[src/rtl/downcounter_4_bit_sync_if.sv]
// Control/status bundle for the synchronous 4-bit down counter.
// The master drives the controls and load value.
// The slave (the counter) returns the per-bit true/complement outputs plus tc/bo.
interface downcounter_4_bit_sync_if;
    logic       pre;
    logic       load;
    logic [3:0] d;
    logic       en;
    logic       auto_reload;
    logic       Q0, Q1, Q2, Q3;
    logic       Q0_bar, Q1_bar, Q2_bar, Q3_bar;
    logic       tc;
    logic       bo;

    modport master (
        output pre, load, d, en, auto_reload,
        input  Q0, Q1, Q2, Q3, Q0_bar, Q1_bar, Q2_bar, Q3_bar, tc, bo
    );

    modport slave (
        input  pre, load, d, en, auto_reload,
        output Q0, Q1, Q2, Q3, Q0_bar, Q1_bar, Q2_bar, Q3_bar, tc, bo
    );
endinterface

[src/rtl/downcounter_4_bit_sync.sv]
// Synchronous 4-bit modulo-MOD down counter.
// Features: preset, saturating parallel load into a reload register,
// optional auto-reload on underflow, and terminal-count/borrow outputs for cascading.
module downcounter_4_bit_sync #(
    parameter int MOD = 16              // legal range 2..16
) (
    input  logic                      clk,
    input  logic                      clr,
    downcounter_4_bit_sync_if.slave   bus
);
    localparam logic [3:0] MAXV = 4'(MOD - 1);

    logic [3:0] r_count;
    logic [3:0] r_reload;
    logic       r_bo;
    logic [3:0] w_load_val;
    logic       w_tc;

    // Load values above the top of the sequence saturate, keeping count < MOD.
    assign w_load_val = (bus.d > MAXV) ? MAXV : bus.d;

    // Underflow is only possible when no higher-priority control is active.
    assign w_tc = (r_count == 4'd0) && bus.en && !(clr || bus.pre || bus.load);

    // Priority: clr > pre > load > en > hold; bo marks the edge that underflowed.
    always_ff @(posedge clk) begin
        if (clr) begin
            r_count  <= 4'd0;
            r_reload <= MAXV;
            r_bo     <= 1'b0;
        end else if (bus.pre) begin
            r_count  <= MAXV;
            r_bo     <= 1'b0;
        end else if (bus.load) begin
            r_count  <= w_load_val;
            r_reload <= w_load_val;
            r_bo     <= 1'b0;
        end else if (bus.en) begin
            if (r_count == 4'd0) begin
                r_count <= bus.auto_reload ? r_reload : MAXV;
                r_bo    <= 1'b1;
            end else begin
                r_count <= r_count - 4'd1;
                r_bo    <= 1'b0;
            end
        end else begin
            r_bo <= 1'b0;
        end
    end

    assign bus.Q0     = r_count[0];
    assign bus.Q1     = r_count[1];
    assign bus.Q2     = r_count[2];
    assign bus.Q3     = r_count[3];
    assign bus.Q0_bar = ~r_count[0];
    assign bus.Q1_bar = ~r_count[1];
    assign bus.Q2_bar = ~r_count[2];
    assign bus.Q3_bar = ~r_count[3];
    assign bus.tc     = w_tc;
    assign bus.bo     = r_bo;
endmodule
[src/flat_wrapper.sv]
// flat-port wrapper written by rule: the top's interface ports become plain ports
module downcounter_4_bit_sync_flat 
#(
    parameter int MOD = 16                                  
)
  (clk, clr, bus_pre, bus_load, bus_d, bus_en, bus_auto_reload, bus_Q0, bus_Q1, bus_Q2, bus_Q3, bus_Q0_bar, bus_Q1_bar, bus_Q2_bar, bus_Q3_bar, bus_tc, bus_bo);
  downcounter_4_bit_sync_if bus_i ();
  input  logic clk;
  input  logic clr;
  input wire logic [$bits(bus_i.pre)-1:0] bus_pre;
  input wire logic [$bits(bus_i.load)-1:0] bus_load;
  input wire logic [$bits(bus_i.d)-1:0] bus_d;
  input wire logic [$bits(bus_i.en)-1:0] bus_en;
  input wire logic [$bits(bus_i.auto_reload)-1:0] bus_auto_reload;
  output wire logic [$bits(bus_i.Q0)-1:0] bus_Q0;
  output wire logic [$bits(bus_i.Q1)-1:0] bus_Q1;
  output wire logic [$bits(bus_i.Q2)-1:0] bus_Q2;
  output wire logic [$bits(bus_i.Q3)-1:0] bus_Q3;
  output wire logic [$bits(bus_i.Q0_bar)-1:0] bus_Q0_bar;
  output wire logic [$bits(bus_i.Q1_bar)-1:0] bus_Q1_bar;
  output wire logic [$bits(bus_i.Q2_bar)-1:0] bus_Q2_bar;
  output wire logic [$bits(bus_i.Q3_bar)-1:0] bus_Q3_bar;
  output wire logic [$bits(bus_i.tc)-1:0] bus_tc;
  output wire logic [$bits(bus_i.bo)-1:0] bus_bo;
  assign bus_i.pre = bus_pre;
  assign bus_i.load = bus_load;
  assign bus_i.d = bus_d;
  assign bus_i.en = bus_en;
  assign bus_i.auto_reload = bus_auto_reload;
  assign bus_Q0 = bus_i.Q0;
  assign bus_Q1 = bus_i.Q1;
  assign bus_Q2 = bus_i.Q2;
  assign bus_Q3 = bus_i.Q3;
  assign bus_Q0_bar = bus_i.Q0_bar;
  assign bus_Q1_bar = bus_i.Q1_bar;
  assign bus_Q2_bar = bus_i.Q2_bar;
  assign bus_Q3_bar = bus_i.Q3_bar;
  assign bus_tc = bus_i.tc;
  assign bus_bo = bus_i.bo;
  downcounter_4_bit_sync #(.MOD(MOD)) u_core (.clk(clk), .clr(clr), .bus(bus_i));
endmodule
[config.mk]
export PLATFORM = sky130hd
export DESIGN_NAME = downcounter_4_bit_sync_flat
export DESIGN_NICKNAME = d
export VERILOG_FILES = /design/src/rtl/downcounter_4_bit_sync_if.sv /design/src/rtl/downcounter_4_bit_sync.sv /design/src/flat_wrapper.sv
export SDC_FILE = /design/constraint.sdc
export NUM_CORES = 1
export LEC_CHECK = 0
export ABC_CLOCK_PERIOD_IN_PS = 1400
export BUFFER_PORTS_ARGS = -buffer_cell sky130_fd_sc_hd__buf_2
export CORE_AREA = 2 2 39 41
export DETAILED_ROUTE_END_ITERATION = 10
export DIE_AREA = 0 0 41 43
export GPL_TIMING_DRIVEN = 1
export PLACE_DENSITY = 0.8
export SYNTH_ARGS = -nofsm -noshare
export SYNTH_HDL_FRONTEND = slang
export SYNTH_SLANG_ARGS = --single-unit
[constraint.sdc]
create_clock -name clk -period 1.4 [get_ports clk]
set_clock_uncertainty 0.2 [all_clocks]
set_input_delay 0.07 -clock clk [delete_from_list [all_inputs] [get_ports clk]]
set_output_delay 0.07 -clock clk [all_outputs]
set_load 0.01 [all_outputs]
==> qor.yml <==
worst_slack_ps: -162
cpPeakStageDelay_ps: 350
r2r_cells: 5
die-area_sq_um: 1760
critical_path_class: "reg -> out"
yosysTopAreaCellShare: 0.340
dr.pass1.iters: 4
vias: 611
yosysWarnings: 0
syn_area_sq_um: 529
die_h_microns: 43
whs_ps: 3.44
clk_latency_ps: 270
htree_levels: 1
critPathRequiredTime_ps: 1130
antenna_found_initial: 0
numClockSinks: 9
reg2reg_slack_ps: -100
relSlewSlack: 0.752
grt_max_degree: 11
critPathCaptureType: "output pin"
viasPerCell: 5.41
tightest_slew_ps: 369
whs_endpoint: "u_core.bus.bo$_SDFF_PP0_"
synth.largest_area_cell: "dfxtp_1"
stdcell_count: 113
grt_pass1_vias: 550
numCtsBuffers: 3
ys_top_cells_by_area: "dfxtp_1 (34%), nand2b_1 (5.9%), mux2i_1 (5.7%)"
ys_ff_latch: 9
post-route-min-period_ps: 1560
grt_first_pass_wirelength_microns: 2230
violations: "negative setup slack"
path_max_fanout: 5
p_leak_nw: 0.377
finalMaxSlewViolations: 0
syn_to_final_growth_pct: 62.2
status: "complete, but fails checks"
ant_nets: 0
hold_viol: 0
path_clk_slew_ps: 70
clockBufferDepth: 2
yosysSeqAreaShare: 0.340
clockRootBuffer: "clkbuf_4"
post-route-period-util: 1.12
fillCellCount: 115
synthesis.nets: 73
core_sq_um: 1380
dpl.hpwl_microns: 1000
fp-row-count: 14
drcViolationCount: 0
holdCritPathClass: "in -> reg"
grt.overflow.total: 0
rsz0062_at_grt: "yes"
power_density_nw_per_um2: 866
first_iter_violations: 14
fmax_ghz: 0.640
crit_slowest_cell: "dfxtp_4"
ir_drop_v: 0.000441
gp_congestion: 0.750
min_from: "bus_en"
drive_gt1_frac: 0.474
path_cells: "inv_4, ha_4, nand2_4, nor4_2, buf_2"
dp_slack_ps: -75.8
num_io_pins: 20
nets: 109
setup_viol: 5
netlist_instances: 62
cp.arrival_ps: 1290
post_drt_wl_per_cell_microns: 13.9
wl_microns: 1570
gr-usage-all-layers: 0.191
min_path_cells: 4
rr_endpoint: "u_core.r_count[2]$_SDFFE_PP0P_"
placed_cells: 99
port_buffers: 19
diodes: 0
maxCapViolCount: 0
initial_utilization: 0.382
cts_tree: "yes"
die_x_microns: 41
r2r-start: "u_core.r_count[0]$_SDFFE_PP0P_"
synth_cell_type_count: 26
syn_area_per_cell_sq_um: 8.54
start_kind: "register"
## synthesized netlist by cell type
library cell,n
o22ai_1,1
dfxtp_1,9
nand2b_1,5
a21oi_1,3
mux2i_1,3
o21ai_0,1
nor2_1,2
o221ai_1,2
buf_6,1
nand2_1,5
buf_2,2
a311oi_2,1
nand4bb_1,1
nor3_1,3
nor3b_2,1
nor4_1,4
and2b_1,1
nand2_2,1
a311oi_1,1
a2111o_1,1
a221oi_1,2
inv_1,8
buf_4,1
or2_2,1
a311o_1,1
ha_1,1
## cell families after synthesis
family | share of synthesized area
muxes | 0.0567
AOI/OAI and AO/OA | 0.201
and+or+nand+nor | 0.267
adders and majority gates | 0.0236
DFF | 0.340
buffers and inverters | 0.111
## through the flow
step / setup TNS, ps / power (mW) / area, sq um / utilization
5_1_grt: -694 / 0.776 / 858 / 0.620
4_1_cts: -249 / 0.714 / 816 / 0.590
6_report: -411 / 0.743 / 858 / 0.620
3_5_place_dp: -110 / 0.477 / 683 / 0.494
2_1_floorplan: -25.2 / 0.410 / 552 / -
3_3_place_gp: -8.91 / 0.473 / 683 / 0.494
## per-layer routing
metal | GRT usage | part of all wire
met5 | 0 | 0
met4 | 0.160 | 0.063
met3 | 0.0471 | 0.069
met2 | 0.284 | 0.46
met1 | 0.214 | 0.40
## how the worst max path moves through the flow
stage,startpoint,end,slack [ps],depth (start not counted)
after floorplan,u_core.r_count[0]$_SDFFE_PP0P_,u_core.r_count[1]$_SDFFE_PP0P_,-20,5
after CTS,u_core.r_count[0]$_SDFFE_PP0P_,bus_tc,-130,5
after global placement,u_core.r_count[0]$_SDFFE_PP0P_,u_core.r_count[1]$_SDFFE_PP0P_,-9,5
final,u_core.r_count[0]$_SDFFE_PP0P_,bus_tc,-160,5
after global routing,u_core.r_count[0]$_SDFFE_PP0P_,bus_tc,-230,5
after detailed placement,u_core.r_count[0]$_SDFFE_PP0P_,u_core.r_count[1]$_SDFFE_PP0P_,-80,5
## what timing repair did
action | 4_1_cts | 5_1_grt
gates resized for setup | 3 | 7
buffers inserted | 1 | 0
endpoints found under the hold margin | 9 | 0
setup endpoints to repair | 5 | 5
pin swaps | 4 | 3
hold buffers | 9 | 0
## area by class of cell
class / count / area (sq um) / share of cell area
flip-flops and latches: 9 / 188 / 0.219
well taps: 16 / 20.0 / 0.0233
multi-input cells: 41 / 352 / 0.410
repair buffers: 35 / 238 / 0.277
clock buffers: 4 / 26.3 / 0.0306
inverters: 8 / 35.0 / 0.0408
## state kept, by name, summed over array words and instances (netlist names)
register / cells
u_core.bus.bo: 1
u_core.r_reload: 4
u_core.r_count: 4
## power breakdown
part / switching, mW / internal, mW
Combinational: 0.107 / 0.119
Clock: 0.105 / 0.111
Sequential: 0.0263 / 0.275
## critical path, delay by kind of cell (launching register included)
| family | cells | cell delay, ps |
|---|---|---|
| buffers and inverters | 2 | 230 |
| flip-flops | 1 | 350 |
| adder cells (fa/ha/maj) | 1 | 160 |
| AND/OR/NAND/NOR | 2 | 270 |
## cell usage in the layout (no fill, tap or decap), drive strengths merged
cell and instances:
a2111o 1, buf 26, nor4 4, and2b 1, nand2 6, nand2b 5
inv 8, a21oi 3, or2 1, a311o 1, o22ai 1, a311oi 2
nor3 3, nor3b 1, clkbuf 4, ha 1, dfxtp 9, dlygate4sd3 9
o21ai 1, mux2i 3, nor2 2, a221oi 2, nand4bb 1, o221ai 2
No activity file was read; power rests on OpenSTA's default activity.
